$ cat src/rtl/riscv_pkg.sv
// Shared types for the EX operand stage: operand-select encodings and the default datapath width.
package riscv_pkg;

  localparam int XLEN_DEFAULT = 32;

  typedef enum logic [1:0] {
    OPA_REG  = 2'd0,
    OPA_PC   = 2'd1,
    OPA_ZERO = 2'd2
  } opa_sel_e;

  typedef enum logic [1:0] {
    OPB_REG  = 2'd0,
    OPB_IMM  = 2'd1,
    OPB_FOUR = 2'd2
  } opb_sel_e;

endpackage

$ cat src/rtl/opr_fwd_select.sv
// Priority forwarding select for one source register. Source 0 is the youngest
// producer and wins; register x0 is never forwarded.
module opr_fwd_select #(
  parameter int XLEN    = 32,
  parameter int NUM_FWD = 2,
  parameter int REG_AW  = 5
) (
  input  logic [REG_AW-1:0]              addr,
  input  logic [XLEN-1:0]                rdata,
  input  logic [NUM_FWD-1:0]             fwd_valid,
  input  logic [NUM_FWD-1:0][REG_AW-1:0] fwd_rd,
  input  logic [NUM_FWD-1:0][XLEN-1:0]   fwd_data,
  output logic [XLEN-1:0]                value,
  output logic                           hit
);

  // Scan oldest to youngest so the lowest matching index is the last write.
  always_comb begin
    value = rdata;
    hit   = 1'b0;
    for (int i = NUM_FWD - 1; i >= 0; i--) begin
      if (fwd_valid[i] && (fwd_rd[i] == addr) && (addr != '0)) begin
        value = fwd_data[i];
        hit   = 1'b1;
      end
    end
  end

endmodule

$ cat src/rtl/alu_operand_stage.sv
// EX-input operand stage: forwards rs1/rs2, muxes ALU operands A/B and registers
// them (plus store data) into a valid/ready register feeding the ALU.
// Optional: define ALU_OPR_PERF_EN to add saturating forwarded-operand counters.
module alu_operand_stage
  import riscv_pkg::*;
#(
  parameter int XLEN    = XLEN_DEFAULT,
  parameter int NUM_FWD = 2,
  parameter int REG_AW  = 5
) (
  input  logic                           clk,
  input  logic                           rst,
  input  logic                           in_valid,
  output logic                           in_ready,
  input  logic [REG_AW-1:0]              rs1_addr,
  input  logic [REG_AW-1:0]              rs2_addr,
  input  logic [XLEN-1:0]                rdata1,
  input  logic [XLEN-1:0]                rdata2,
  input  logic [XLEN-1:0]                pc_in,
  input  logic [XLEN-1:0]                imm_in,
  input  opa_sel_e                       opa_sel,
  input  opb_sel_e                       opb_sel,
  input  logic [NUM_FWD-1:0]             fwd_valid,
  input  logic [NUM_FWD-1:0][REG_AW-1:0] fwd_rd,
  input  logic [NUM_FWD-1:0][XLEN-1:0]   fwd_data,
  input  logic                           flush,
  output logic                           out_valid,
  input  logic                           out_ready,
  output logic [XLEN-1:0]                opr_a,
  output logic [XLEN-1:0]                opr_b,
`ifdef ALU_OPR_PERF_EN
  output logic [31:0]                    fwd_cnt_a,
  output logic [31:0]                    fwd_cnt_b,
`endif
  output logic [XLEN-1:0]                store_data
);

  // Index 0 = rs1, 1 = rs2.
  logic [1:0][REG_AW-1:0] src_addr;
  logic [1:0][XLEN-1:0]   src_rdata;
  logic [1:0][XLEN-1:0]   src_val;
  logic [1:0]             src_hit;

  assign src_addr  = {rs2_addr, rs1_addr};
  assign src_rdata = {rdata2, rdata1};

  for (genvar s = 0; s < 2; s++) begin : g_src
    opr_fwd_select #(
      .XLEN(XLEN), .NUM_FWD(NUM_FWD), .REG_AW(REG_AW)
    ) u_fwd (
      .addr     (src_addr[s]),
      .rdata    (src_rdata[s]),
      .fwd_valid(fwd_valid),
      .fwd_rd   (fwd_rd),
      .fwd_data (fwd_data),
      .value    (src_val[s]),
      .hit      (src_hit[s])
    );
  end

  logic [XLEN-1:0] a_nxt, b_nxt;
  logic            load;

  // Operand muxes; unknown encodings yield zero.
  always_comb begin
    a_nxt = '0;
    b_nxt = '0;
    case (opa_sel)
      OPA_REG:  a_nxt = src_val[0];
      OPA_PC:   a_nxt = pc_in;
      default:  a_nxt = '0;
    endcase
    case (opb_sel)
      OPB_REG:  b_nxt = src_val[1];
      OPB_IMM:  b_nxt = imm_in;
      OPB_FOUR: b_nxt = XLEN'(4);
      default:  b_nxt = '0;
    endcase
  end

  // A flush cycle refuses new input so nothing sneaks past the kill.
  assign in_ready = !flush && (!out_valid || out_ready);
  assign load     = in_valid && in_ready;

  // Valid bit: flush wins, otherwise follow in_valid whenever the slot is free.
  always_ff @(posedge clk or posedge rst) begin
    if (rst)           out_valid <= 1'b0;
    else if (flush)    out_valid <= 1'b0;
    else if (in_ready) out_valid <= in_valid;
  end

  // Operand register captures forwarded values only at the load edge.
  always_ff @(posedge clk or posedge rst) begin
    if (rst) begin
      opr_a      <= '0;
      opr_b      <= '0;
      store_data <= '0;
    end else if (load) begin
      opr_a      <= a_nxt;
      opr_b      <= b_nxt;
      store_data <= src_val[1];
    end
  end

`ifdef ALU_OPR_PERF_EN
  logic inc_a, inc_b;
  assign inc_a = load && (opa_sel == OPA_REG) && src_hit[0];
  assign inc_b = load && (opb_sel == OPB_REG) && src_hit[1];

  // Saturating forwarded-operand counters; only reset clears them.
  always_ff @(posedge clk or posedge rst) begin
    if (rst) begin
      fwd_cnt_a <= '0;
      fwd_cnt_b <= '0;
    end else begin
      if (inc_a && (fwd_cnt_a != '1)) fwd_cnt_a <= fwd_cnt_a + 32'd1;
      if (inc_b && (fwd_cnt_b != '1)) fwd_cnt_b <= fwd_cnt_b + 32'd1;
    end
  end
`else
  logic unused_hits;
  assign unused_hits = ^src_hit;
`endif

endmodule
$ cat config.mk
export PLATFORM = sky130hd
export DESIGN_NAME = alu_operand_stage
export DESIGN_NICKNAME = d
export VERILOG_FILES = /design/src/rtl/riscv_pkg.sv /design/src/rtl/opr_fwd_select.sv /design/src/rtl/alu_operand_stage.sv
export SDC_FILE = /design/constraint.sdc
export NUM_CORES = 1
export LEC_CHECK = 0
export CAP_MARGIN = 20
export CORE_AREA = 2 2 126 128
export CTS_CLUSTER_DIAMETER = 80
export CTS_CLUSTER_SIZE = 14
export DETAILED_ROUTE_END_ITERATION = 12
export DIE_AREA = 0 0 128 130
export DONT_BUFFER_PORTS = 1
export SYNTH_ARGS = -nofsm -noshare
export SYNTH_HDL_FRONTEND = slang
export SYNTH_SLANG_ARGS = --single-unit
$ cat constraint.sdc
create_clock -name clk -period 3 [get_ports clk]
set_clock_uncertainty 0.05 [all_clocks]
set_input_delay 0.3 -clock clk [delete_from_list [all_inputs] [get_ports clk]]
set_output_delay 0.3 -clock clk [all_outputs]
set_load 0.01 [all_outputs]
# Yosys cells after proc, flatten, opt, wreduce, memory -nomap -nowiden

Cells that the tools add are included.

Input bits: 223
Logic and storage cells: 37
Register bits: 97
Output and inout bits: 98

Reductions and logical operators: 18
Multiplexer cells: 8
Equal/unequal tests: 7

Operator list:

| kind               | number |
|---|---|
| $mux 32            | 4 |
| $pmux 32 s3        | 1 |
| $pmux 32 s2        | 1 |
| $eq 5x5->1         | 4 |
| $logic_and 1x1->1  | 10 |
| $reduce_bool 5->1  | 2 |
| $eq 2x1->1 const B | 2 |
| $logic_not 2->1    | 2 |
| $eq 2x2->1 const B | 1 |
| $logic_not 1->1    | 2 |
| $mux 1             | 2 |
| $reduce_bool 2->1  | 1 |
| $logic_or 1x1->1   | 1 |

# Depth between registers and ports, before layout

Gate-level depths: netlist of run 1.

Word-level depth: 6
Mapped depth: 8

# Cells and area by module

From an unflattened synthesis of run 1, not the netlist that was laid out.

Cell total of the unflattened synthesis: 755
Area total of the unflattened synthesis: 6827.8 um^2

Modules (own cells, without submodules):

| module            | cells an instance | instances | sequential area each (um^2) | area an instance (um^2) |
|---|---|---|---|---|
| alu_operand_stage | 353               | 1         | 2427.3                      | 4580.6 |
| opr_fwd_select    | 201               | 2         | 0.0                         | 1123.6 |

# Least setup slack after synthesis of run 1

No wires, ideal clock.

Path type: input to register
From: input rs2_addr[3]
To: register opr_b[13]
Setup slack: 0.868 ns
Setup time: 0.121 ns
Buffers on the path: 2
Stages on the path: 8
Arrival: 1.961 ns
Required time: 2.829 ns
Cells stage by stage: or4_1 > or2_1 > nor2b_1 > buf_6 > buf_12 > a221oi_4 > o31ai_1 > a22o_1

Word-level cells in the longest chain between the ends: 6

RTL lines:

| what                           | RTL line                 | RTL |
|---|---|---|
| start: declaration             | alu_operand_stage.sv:16  | `input logic [REG_AW-1:0] rs2_addr,` |
| $eq 5x5->1                     | opr_fwd_select.sv:22     | `if (fwd_valid[i] && (fwd_rd[i] == addr) && (addr != '0)) begin` |
| $logic_and 1x1->1 (2 in a row) | opr_fwd_select.sv:22     |  |
| $mux 32                        | opr_fwd_select.sv:22     |  |
| $mux 32 (*)                    | opr_fwd_select.sv:22     |  |
| $pmux 32 s3 (*)                | alu_operand_stage.sv:73  | `case (opb_sel)` |
| end signal: assignment         | alu_operand_stage.sv:100 | `opr_b <= b_nxt;` |
| end: declaration               | alu_operand_stage.sv:30  | `output logic [XLEN-1:0] opr_b,` |

Every way passes the cells marked *; elsewhere a longest branch is shown, timed or not.
A chain may end at the register's enable or synchronous reset.

# Worst setup path after layout of run 1

From: input fwd_rd[8] (netlist name)
To: register opr_a[9]

Word-level cells in the longest chain between the ends: 6

RTL lines:

| what                           | RTL line                | RTL |
|---|---|---|
| start: declaration             | alu_operand_stage.sv:24 | `input logic [NUM_FWD-1:0][REG_AW-1:0] fwd_rd,` |
| $eq 5x5->1                     | opr_fwd_select.sv:22    |  |
| $logic_and 1x1->1 (2 in a row) | opr_fwd_select.sv:22    |  |
| $mux 32 (2 in a row)           | opr_fwd_select.sv:22    |  |
| $pmux 32 s2                    | alu_operand_stage.sv:68 | `case (opa_sel)` |
| end signal: assignment         | alu_operand_stage.sv:99 | `opr_a <= a_nxt;` |
| end: declaration               | alu_operand_stage.sv:29 | `output logic [XLEN-1:0] opr_a,` |

No other way between the ends.

==> flow_summary.json, run 1 <==
{
  "num-nets-final": 879,
  "use_met2_pct": 41.9,
  "placement_rows": 46,
  "final_wirelength_um": 23000,
  "synth_mux_area_share_pct": 5.91,
  "largest_voltage_drop_on_the_vdd_net_mv": 0.287,
  "hpwl_um": 16700,
  "synth-simple-area-share_pct": 17.6,
  "post_synth_inst_count": 693,
  "min_delay_path_depth": 1,
  "antenna_found_initial": 0,
  "utilization_pct": 42.4,
  "die-width_um": 128,
  "hold_violations": 0,
  "timing.hold.ws_ps": 42.8,
  "final_critical_path_required_period_ps": 2220,
  "route.antenna.remaining_nets": 0,
  "final-max-slew-violation-count": 0,
  "post-route-cell-area_mm2": 0.00654,
  "cts_tree": "yes",
  "root_buffer": "clkbuf_16",
  "layout_cells_sized_above_1_pct": 15.3,
  "critical_path_arrival_ps": 2410,
  "wire_per_inst_um": 26.9,
  "p_leak_uw": 0.00266,
  "powerDensity_mw_per_mm2": 528,
  "cts.path.max_buffers": 2,
  "hold_path.class": "input port to register",
  "synth_seq_cells": 97,
  "initial_standard_cell_utilization_of_the_core_pct": 39.5,
  "clkTransAtPathRegs_ps": 80,
  "synth-async-reset-ratio_pct": 100,
  "fp.dieArea_mm2": 0.0166,
  "grt_pass1_vias": 5603,
  "worst_setup_path_end_kind": "register",
  "clock_sink_count": 97,
  "critical_path_fanout_max": 21,
  "r2r-start": "out_valid$_DFFE_PP0P_",
  "critical_path_required_ps": 3190,
  "io_buffers": 0,
  "path_class": "input port to register",
  "core_box_area_mm2": 0.0154,
  "yosysWarnings": 0,
  "synth_sequential_area_ratio_pct": 39.8,
  "worst_hold_startpoint": "opb_sel[0]",
  "busiest_grt_layer": "met2",
  "largest_net_degree_at_the_start_of_global_routing": 75,
  "route.vias.total": 5595,
  "grt_setup_unrepaired": "no",
  "htree_num_levels": 3,
  "numCtsBuffers": 9,
  "setup_viol": 0,
  "floorplan.io_pins": 321,
  "synth-edff-count": 0,
  "ys.flop_type": "dfrtp_1",
  "diodes": 0,
  "status": "finished clean",
  "max_clock_freq_mhz": 450,
  "worstHoldEndpoint": "opr_b[2]$_DFFE_PP0P_",
  "synthesis.area_mm2": 0.00610,
  "grt_use_total_pct": 26.5,
  "overflow": 0,
  "avgViaCountPerCell": 6.56,
  "globalplace.congestion": 1.01,
  "max_slew.worst_pin.slew_ps": 974,
  "first_pass_grt_wire_length_um": 33500,
  "synth_xor_xnor_area_share_pct": 2.87,
  "insertion_delay_ps": 340,
  "first_iter_violations": 522,
  "max_cap_viol_count": 0,
  "timing.setup.tns_ps": 0,
  "reg2reg_slack_ps": 800,
  "drc_violation_count_after_routing": 0,
  "grt_util_met3_pct": 8.32,
  "synthesized_area_fraction_occupied_by_ao_oa_aoi_and_oai_cells_pct": 28.2,
  "reg2reg_to": "opr_a[26]$_DFFE_PP0P_",
  "syn2layout_area_growth_pct": 7.22,
  "start_kind": "input port",
  "synth_cell_type_count": 39,
  "met1_use_gr_pct": 34.1,
  "postSynthAreaPerCell_um2": 8.80,
  "drt_pass1_iterations": 6,
  "postCtsHoldBufs": 2,
  "synth.net_count": 916,
  "postCtsSetupRepairBufs": 0,
  "floorplan.die.height_um": 130,
  "synth_top_family_by_area": "compound AO/OA/AOI/OAI gates",
  "tightest_slew_margin_relative_to_the_limit_pct": 34.9,
  "post_route_clock_period_utilization_pct": 74.1,
  "yosys.area_share.adder_pct": 0,
  "post_cts.resized_instances": 0,
  "placedInstanceArea_mm2": 0.00625,
  "r2r.worst_path.cells": 7
}
[layer usage]
layer  up-vias  wire length, um
met5         -                0
met4         0              672
met3        47             2460
met2       364            10900
met1      2748             8970
li1       2436                -
[cells in the final DEF (no fill, tap or decap), drive strengths merged]
master       Yosys  final
a21oi           32     32
a221oi          32     32
a22o             1      1
a2bb2oi          1      1
and2             1      1
and3            32     32
buf             19     15
clkbuf          46     14
clkinv           0      2
dfrtp           97     97
dlygate4sd3      0      2
inv              1      1
mux2            32     32
nand2           97     97
nand2b           1      1
nand3            1      1
nand4            4      4
nor2           101    101
nor2b            4      4
nor3             2      2
nor4             1      1
o211a            1      1
o211ai           2      2
o21ai           65     65
o22ai           32     32
o31a            30     30
o31ai           32     32
or2              2      2
or3              1      1
or3b             1      1
or4              2      2
xnor2           18     18
xor2             2      2
[report_power, final]
part / switching [uW] / internal (uW) / total [uW]
clock: 513 / 588 / 1100
sequential: 265 / 1500 / 1770
combinational: 326 / 261 / 586
total: 1100 / 2350 / 3450
[sequential cells by signal (all words and copies together), names as in the netlist]
| signal | count |
|---|---|
| store_data | 32 |
| opr_a | 32 |
| out_valid | 1 |
| opr_b | 32 |
[worst max-delay path by stage]
stage                               start                    end  slack (ps)  cells after the start
finish                          fwd_rd[8]   opr_a[9]$_DFFE_PP0P_         780                      7
global route        out_valid$_DFFE_PP0P_  opr_a[26]$_DFFE_PP0P_         660                      7
CTS                 out_valid$_DFFE_PP0P_  opr_a[26]$_DFFE_PP0P_         800                      7
detailed placement              fwd_rd[8]  opr_a[18]$_DFFE_PP0P_         440                      7
global placement              rs2_addr[2]   opr_b[4]$_DFFE_PP0P_         510                      7
floorplan                             rst   opr_a[0]$_DFFE_PP0P_         120                      1
[metrics by stage]
step           setup slack (ps)  power [uW]  cells
6_report                    777        3450    853
5_1_grt                     659        3610    853
4_1_cts                     796        3470    853
3_5_place_dp                442        2370    835
3_3_place_gp                511        2340    835
2_1_floorplan               116        2190    693
[logic make-up after synthesis]
kind of cell | after synthesis
AND/OR/NAND/NOR | 250
AO/OA/AOI/OAI | 228
flip-flops | 97
buffers and inverters | 66
multiplexers | 32
XOR/XNOR | 20
[worst max-delay path: stages]
cell and delay, ps:
xnor2_1 140, nand4_1 170, nor4_4 730, buf_4 460, mux2_2 380, nor2_1 100, o22ai_1 100
[layout make-up]
| cell class | count | area (um2) |
|---|---|---|
| Sequential cell | 97 | 2430 |
| Multi-Input combinational cell | 530 | 3390 |
| Clock inverter | 2 | 13.8 |
| Inverter | 1 | 6.26 |
| Tap cell | 192 | 240 |
| Clock buffer | 14 | 254 |
| Timing Repair Buffer | 17 | 208 |
| Fill cell | 1545 | 8880 |
[synth_stat cells (4+ instances only)]
| cell type | number | area (um2) |
|---|---|---|
| o21ai_1 | 30 | 150 |
| mux2_2 | 32 | 360 |
| nand2_1 | 97 | 364 |
| o31ai_1 | 32 | 240 |
| buf_2 | 11 | 55.1 |
| o21ai_0 | 35 | 175 |
| and3_1 | 32 | 200 |
| o31a_1 | 30 | 263 |
| o22ai_1 | 32 | 200 |
| clkbuf_1 | 46 | 173 |
| nor2b_1 | 4 | 25.0 |
| dfrtp_1 | 97 | 2430 |
| nor2_1 | 101 | 379 |
| a221oi_2 | 28 | 420 |
| a21oi_1 | 32 | 160 |
| xnor2_1 | 18 | 158 |
| nand4_1 | 4 | 25.0 |
Note: power is estimated with default switching activity, not from simulation.
==> run 2: changes to the inputs <==
Clock period 3 ns to 1.9 ns, I/O delays scaled along.
==> run 2 against run 1 <==
Net effect:
- global-route usage is 1.7 points higher
- count of clock-buffer cells in the layout down 2
- die area did not move
- core utilization increased by 5.0 points
- cell count up 8.0%
- hold slack got worse by 26 ps
- routed wire length up 5.1%
- critical path depth is the same
- register-to-register slack got worse by 640 ps
- non-clock buffer count is 68 higher
- flip-flop and latch count unchanged
- sequential share of layout area down 3.9 points
- largest power group unchanged
==> flow_summary.json, run 2 (same netlist as run 1, synthesis figures left out) <==
{
  "r2r.worst_path.cells": 8,
  "core_box_area_mm2": 0.0154,
  "mostFrequentLayoutCells": "100 x nor2_1, 97 x dfrtp_1, 96 x nand2_1",
  "r2r-start": "out_valid$_DFFE_PP0P_",
  "final_critical_path_required_period_ps": 1780,
  "die-width_um": 128,
  "initial_standard_cell_utilization_of_the_core_pct": 39.5,
  "cts.path.max_buffers": 2,
  "route.antenna.remaining_nets": 0,
  "drc_violation_count_after_routing": 0,
  "powerDensity_mw_per_mm2": 805,
  "status": "finished clean",
  "hpwl_um": 18000,
  "placement_rows": 46,
  "multiInputGateArea_mm2": 0.00339,
  "syn2layout_area_growth_pct": 20.0,
  "layout_commonest_cell": "nor2_1",
  "clkTransAtPathRegs_ps": 70,
  "avgViaCountPerCell": 6.29,
  "floorplan.die.height_um": 130,
  "layout_top_registers": "opr_a (32), opr_b (32), store_data (32)",
  "diodes": 0,
  "io_buffers": 0,
  "clock_sink_count": 97,
  "fp.dieArea_mm2": 0.0166,
  "post_route_clock_period_utilization_pct": 93.9,
  "layout_cells_sized_above_1_pct": 18.9,
  "antenna_found_initial": 1,
  "path_class": "input port to register",
  "htree_num_levels": 3,
  "insertion_delay_ps": 340,
  "floorplan.io_pins": 321,
  "route.vias.total": 5797,
  "hold_violations": 0,
  "first_iter_violations": 496,
  "drt_pass1_iterations": 5,
  "critical_path_required_ps": 2130,
  "reg2reg_to": "opr_a[27]$_DFFE_PP0P_",
  "max_clock_freq_mhz": 561,
  "utilization_pct": 47.4,
  "max_slew.worst_pin.slew_ps": 981,
  "num-nets-final": 947,
  "grt_pass1_vias": 5808,
  "hold_path.class": "input port to register",
  "largest_voltage_drop_on_the_vdd_net_mv": 0.387,
  "wire_per_inst_um": 26.2,
  "placedInstanceArea_mm2": 0.00662,
  "worst_setup_path_end_kind": "register",
  "critical_path_fanout_max": 10,
  "worstHoldEndpoint": "opr_b[4]$_DFFE_PP0P_",
  "p_leak_uw": 0.00302,
  "tightest_slew_margin_relative_to_the_limit_pct": 34.4,
  "post-route-cell-area_mm2": 0.00732,
  "setup_viol": 0,
  "grt_setup_unrepaired": "no",
  "reg2reg_slack_ps": 160,
  "numCtsBuffers": 9,
  "final_wirelength_um": 24200,
  "root_buffer": "clkbuf_16",
  "grt_use_total_pct": 28.2,
  "postCtsSetupRepairBufs": 0,
  "min_delay_path_depth": 2,
  "globalplace.congestion": 0.975,
  "cts_tree": "yes",
  "final.fill_count": 1525,
  "worst_hold_startpoint": "opb_sel[0]",
  "largest_net_degree_at_the_start_of_global_routing": 68,
  "start_kind": "input port",
  "final-max-slew-violation-count": 0,
  "critical_path_arrival_ps": 2010,
  "sequential_cell_area_mm2": 0.00243,
  "first_pass_grt_wire_length_um": 35000,
  "overflow": 0,
  "max_cap_viol_count": 0
}
## run 2: how the worst max path moves through the flow
stage | startpoint | end
global placement | rs2_addr[3] | store_data[24]$_DFFE_PP0P_
CTS | rs2_addr[0] | opr_b[2]$_DFFE_PP0P_
floorplan | rs2_addr[3] | opr_b[2]$_DFFE_PP0P_
detailed placement | rs2_addr[3] | store_data[27]$_DFFE_PP0P_
global route | out_valid$_DFFE_PP0P_ | opr_a[24]$_DFFE_PP0P_
finish | rs2_addr[3] | opr_b[22]$_DFFE_PP0P_
## run 2: worst max-delay path, stage by stage
cell and delay [ps]:
or4_4 510, or2_1 250, or3b_4 310, buf_4 250, a221oi_2 110, o31a_1 260
o21ai_1 120
## run 2: per-stage QoR
| step | std cells | TNS, ps | setup WS (ps) | power [uW] | hold slack (ps) |
|---|---|---|---|---|---|
| 2_1_floorplan | 693 | -869 | -64.8 | 3470 | 206 |
| 3_3_place_gp | 869 | -10720 | -273 | 3760 | 152 |
| 3_5_place_dp | 869 | -13260 | -289 | 3790 | 150 |
| 4_1_cts | 921 | 0 | 78.4 | 5950 | 0.110 |
| 5_1_grt | 921 | 0 | 7.44 | 6160 | 5.31 |
| 6_report | 921 | 0 | 117 | 5890 | 17.0 |
## run 2: final cells by class
class / count / share of cell area (%)
clock buffer: 12 / 3.51
clock inverter: 4 / 1.03
inverter: 1 / 0.103
multi-input combinational: 530 / 46.3
sequential: 97 / 33.2
tap: 192 / 3.28
timing repair buffer: 85 / 12.6
## run 2: report_power, final
part | internal [uW] | total, uW | switching [uW]
combinational | 501 | 1040 | 538
clock | 1230 | 2060 | 834
sequential | 2370 | 2790 | 420
total | 4100 | 5890 | 1790
## run 2: routing by layer
layer / up-vias / routed length [um] / global-route usage [%]
met4: 0 / 723 / 11.1
met2: 393 / 11600 / 46.4
met5: - / 0 / 0
met1: 2792 / 9120 / 34.3
met3: 45 / 2720 / 9.51
li1: 2567 / - / -
## run 2: repair_timing
action	in CTS	in global routing
endpoints found under the setup margin	0	6
resized for setup	0	2
hold buffers	36	0
endpoints found under the hold margin	145	0
==> RTL change, RTL diff (flow settings as in run 1) <==
`REG_AW` is set to 5 in 2 places; all go to 6.
--- a/src/rtl/opr_fwd_select.sv
+++ b/src/rtl/opr_fwd_select.sv
@@ -3,7 +3,7 @@
 module opr_fwd_select #(
   parameter int XLEN    = 32,
   parameter int NUM_FWD = 2,
-  parameter int REG_AW  = 5
+  parameter int REG_AW  = 6
 ) (
   input  logic [REG_AW-1:0]              addr,
   input  logic [XLEN-1:0]                rdata,
--- a/src/rtl/alu_operand_stage.sv
+++ b/src/rtl/alu_operand_stage.sv
@@ -6,7 +6,7 @@
 #(
   parameter int XLEN    = XLEN_DEFAULT,
   parameter int NUM_FWD = 2,
-  parameter int REG_AW  = 5
+  parameter int REG_AW  = 6
 ) (
   input  logic                           clk,
   input  logic                           rst,
Ports: changed (resized fwd_rd, rs1_addr and rs2_addr); port bits go from 321 to 325. The function was not compared with the original's and may differ.
==> RTL change against run 1 <==
Sequential cell count unchanged; final area decreased by 1.0%; sequential share of layout area increased by 0.39 points; setup slack improved by 0.14 ns; power increased by 1.7%; wire length decreased by 0.60%; synthesized area decreased by 2.0%; count of clock-buffer cells in the layout decreased by 5; die area unchanged; fmax increased by 6.7%; register-to-register slack improved by 0.12 ns; critical path type is now reg -> reg.
==> RTL change: results (changes against run 1) <==
| Metric | Value |
|---|---|
| Status | finished, final reports clean |
| Post-layout instance count excluding filler cells | 862 (+1.1%) |
| Synth Net Count | 930 (+1.5%) |
| Reg2Reg Setup Slack | 0.92 ns (+0.12 ns) |
| Count of placed standard cells including taps | 844 (+1.1%) |
| Pin count of the biggest net entering global routing | 129 (+72%) |
| Final Hold Slack | 0.0489 ns (+0.00606 ns) |
| Worst Tran Pin Value | 0.891 ns (-0.0829 ns) |
| Leakage | 2.82 nW (+6.3%) |
| Share of final-layout standard cells stronger than drive strength 1 | 10.5% (-4.8 points) |
| Global-route wire length before repair | 32900 um (-1.6%) |
| Per-cell routed wire length | 26.5 um (-1.6%) |
| Detailed-placement wirelength estimate | 16400 um (-2.1%) |
| Synth cell count leaders | sky130_fd_sc_hd__dfrtp_1, sky130_fd_sc_hd__a21oi_1, sky130_fd_sc_hd__nor2_1 |
| Highest fanout seen on the critical path | 66 (+210%) |
| Min Tclk post-route | 2.08 ns (-0.140 ns) |
| Initial DRC count | 488 (-6.5%) |
| Router iterations before antenna repair | 8 (+2) |
| Part of the power in the clock network | 35.6% (+3.7 points) |
| Highest ir drop seen on vdd | 318 uV (+11%) |
| Share of the yosys chip area belonging to registers | 40.6% (+0.82 points) |
| Share of synthesized registers carrying an async set or reset | 100% (unchanged) |
| Vias in the first global route | 5605 (+0.036%) |
| Combinational share of power | 13.7% (-3.3 points) |
| Post-Syn Area per Cell | 8.50 sq um (-3.4%) |
| Minimum setup slack after placement | 0.591 ns (+0.149 ns) |
| Cell depth of the worst flop-to-flop path | 6 (-1) |
| Cell count of the worst hold path | 2 (+1) |
| GRT Util Overall | 26.2% (-0.24 points) |
| Antenna violations before repair | 1 (+1) |
| Total internal power | 2.45 mW (+4.4%) |
RTL change: cells by family after synthesis:
logic type             Yosys count  share of synthesized area, %
AO/OA/AOI/OAI                  288                          30.2
AND/OR/NAND/NOR                196                          14.9
flip-flops                      97                          40.6
buffers and inverters           66                          4.69
multiplexers                    32                          6.03
XOR/XNOR                        24                          3.52
RTL change: layer usage:
| layer | wire length [um] | part of all wire [%] | GRT usage [%] |
|---|---|---|---|
| met4 | 810 | 3.5 | 12.7 |
| met1 | 8090 | 35 | 29.7 |
| met2 | 11400 | 50 | 45.4 |
| met5 | 0 | 0 | 0 |
| met3 | 2510 | 11 | 8.04 |
RTL change: cell type report:
type	count	area [sq um]
flip-flops and latches	97	2430
diodes	1	2.50
clock buffers	9	225
inverters	3	13.8
clock inverters	6	92.6
fillers	1561	8950
well taps	192	240
multi-input cells	540	3320
repair buffers	14	151
RTL change: final timing paths:
check / from / to
worst max-delay path: out_valid / opr_b[2]
worst min-delay path: in_valid / out_valid
worst max register to register: out_valid / opr_b[2]
worst min register to register: store_data[29] / store_data[29]
max in group asynchronous: rst / opr_b[15]
min in group asynchronous: rst / opr_a[11]
RTL change: what timing repair did:
| item | 4_1_cts | 5_1_grt |
|---|---|---|
| hold endpoints to repair | 54 | 0 |
| gates resized for setup | 0 | 0 |
| hold buffers | 2 | 0 |
RTL change: worst max-delay path: stages (launching register included):
cell                       delay [ns]
sky130_fd_sc_hd__dfrtp_1         0.44
sky130_fd_sc_hd__nand2b_1        0.18
sky130_fd_sc_hd__and3_2          0.25
sky130_fd_sc_hd__buf_4           0.51
sky130_fd_sc_hd__o21ai_0         0.18
sky130_fd_sc_hd__nor2_1          0.18
sky130_fd_sc_hd__a211o_1         0.15
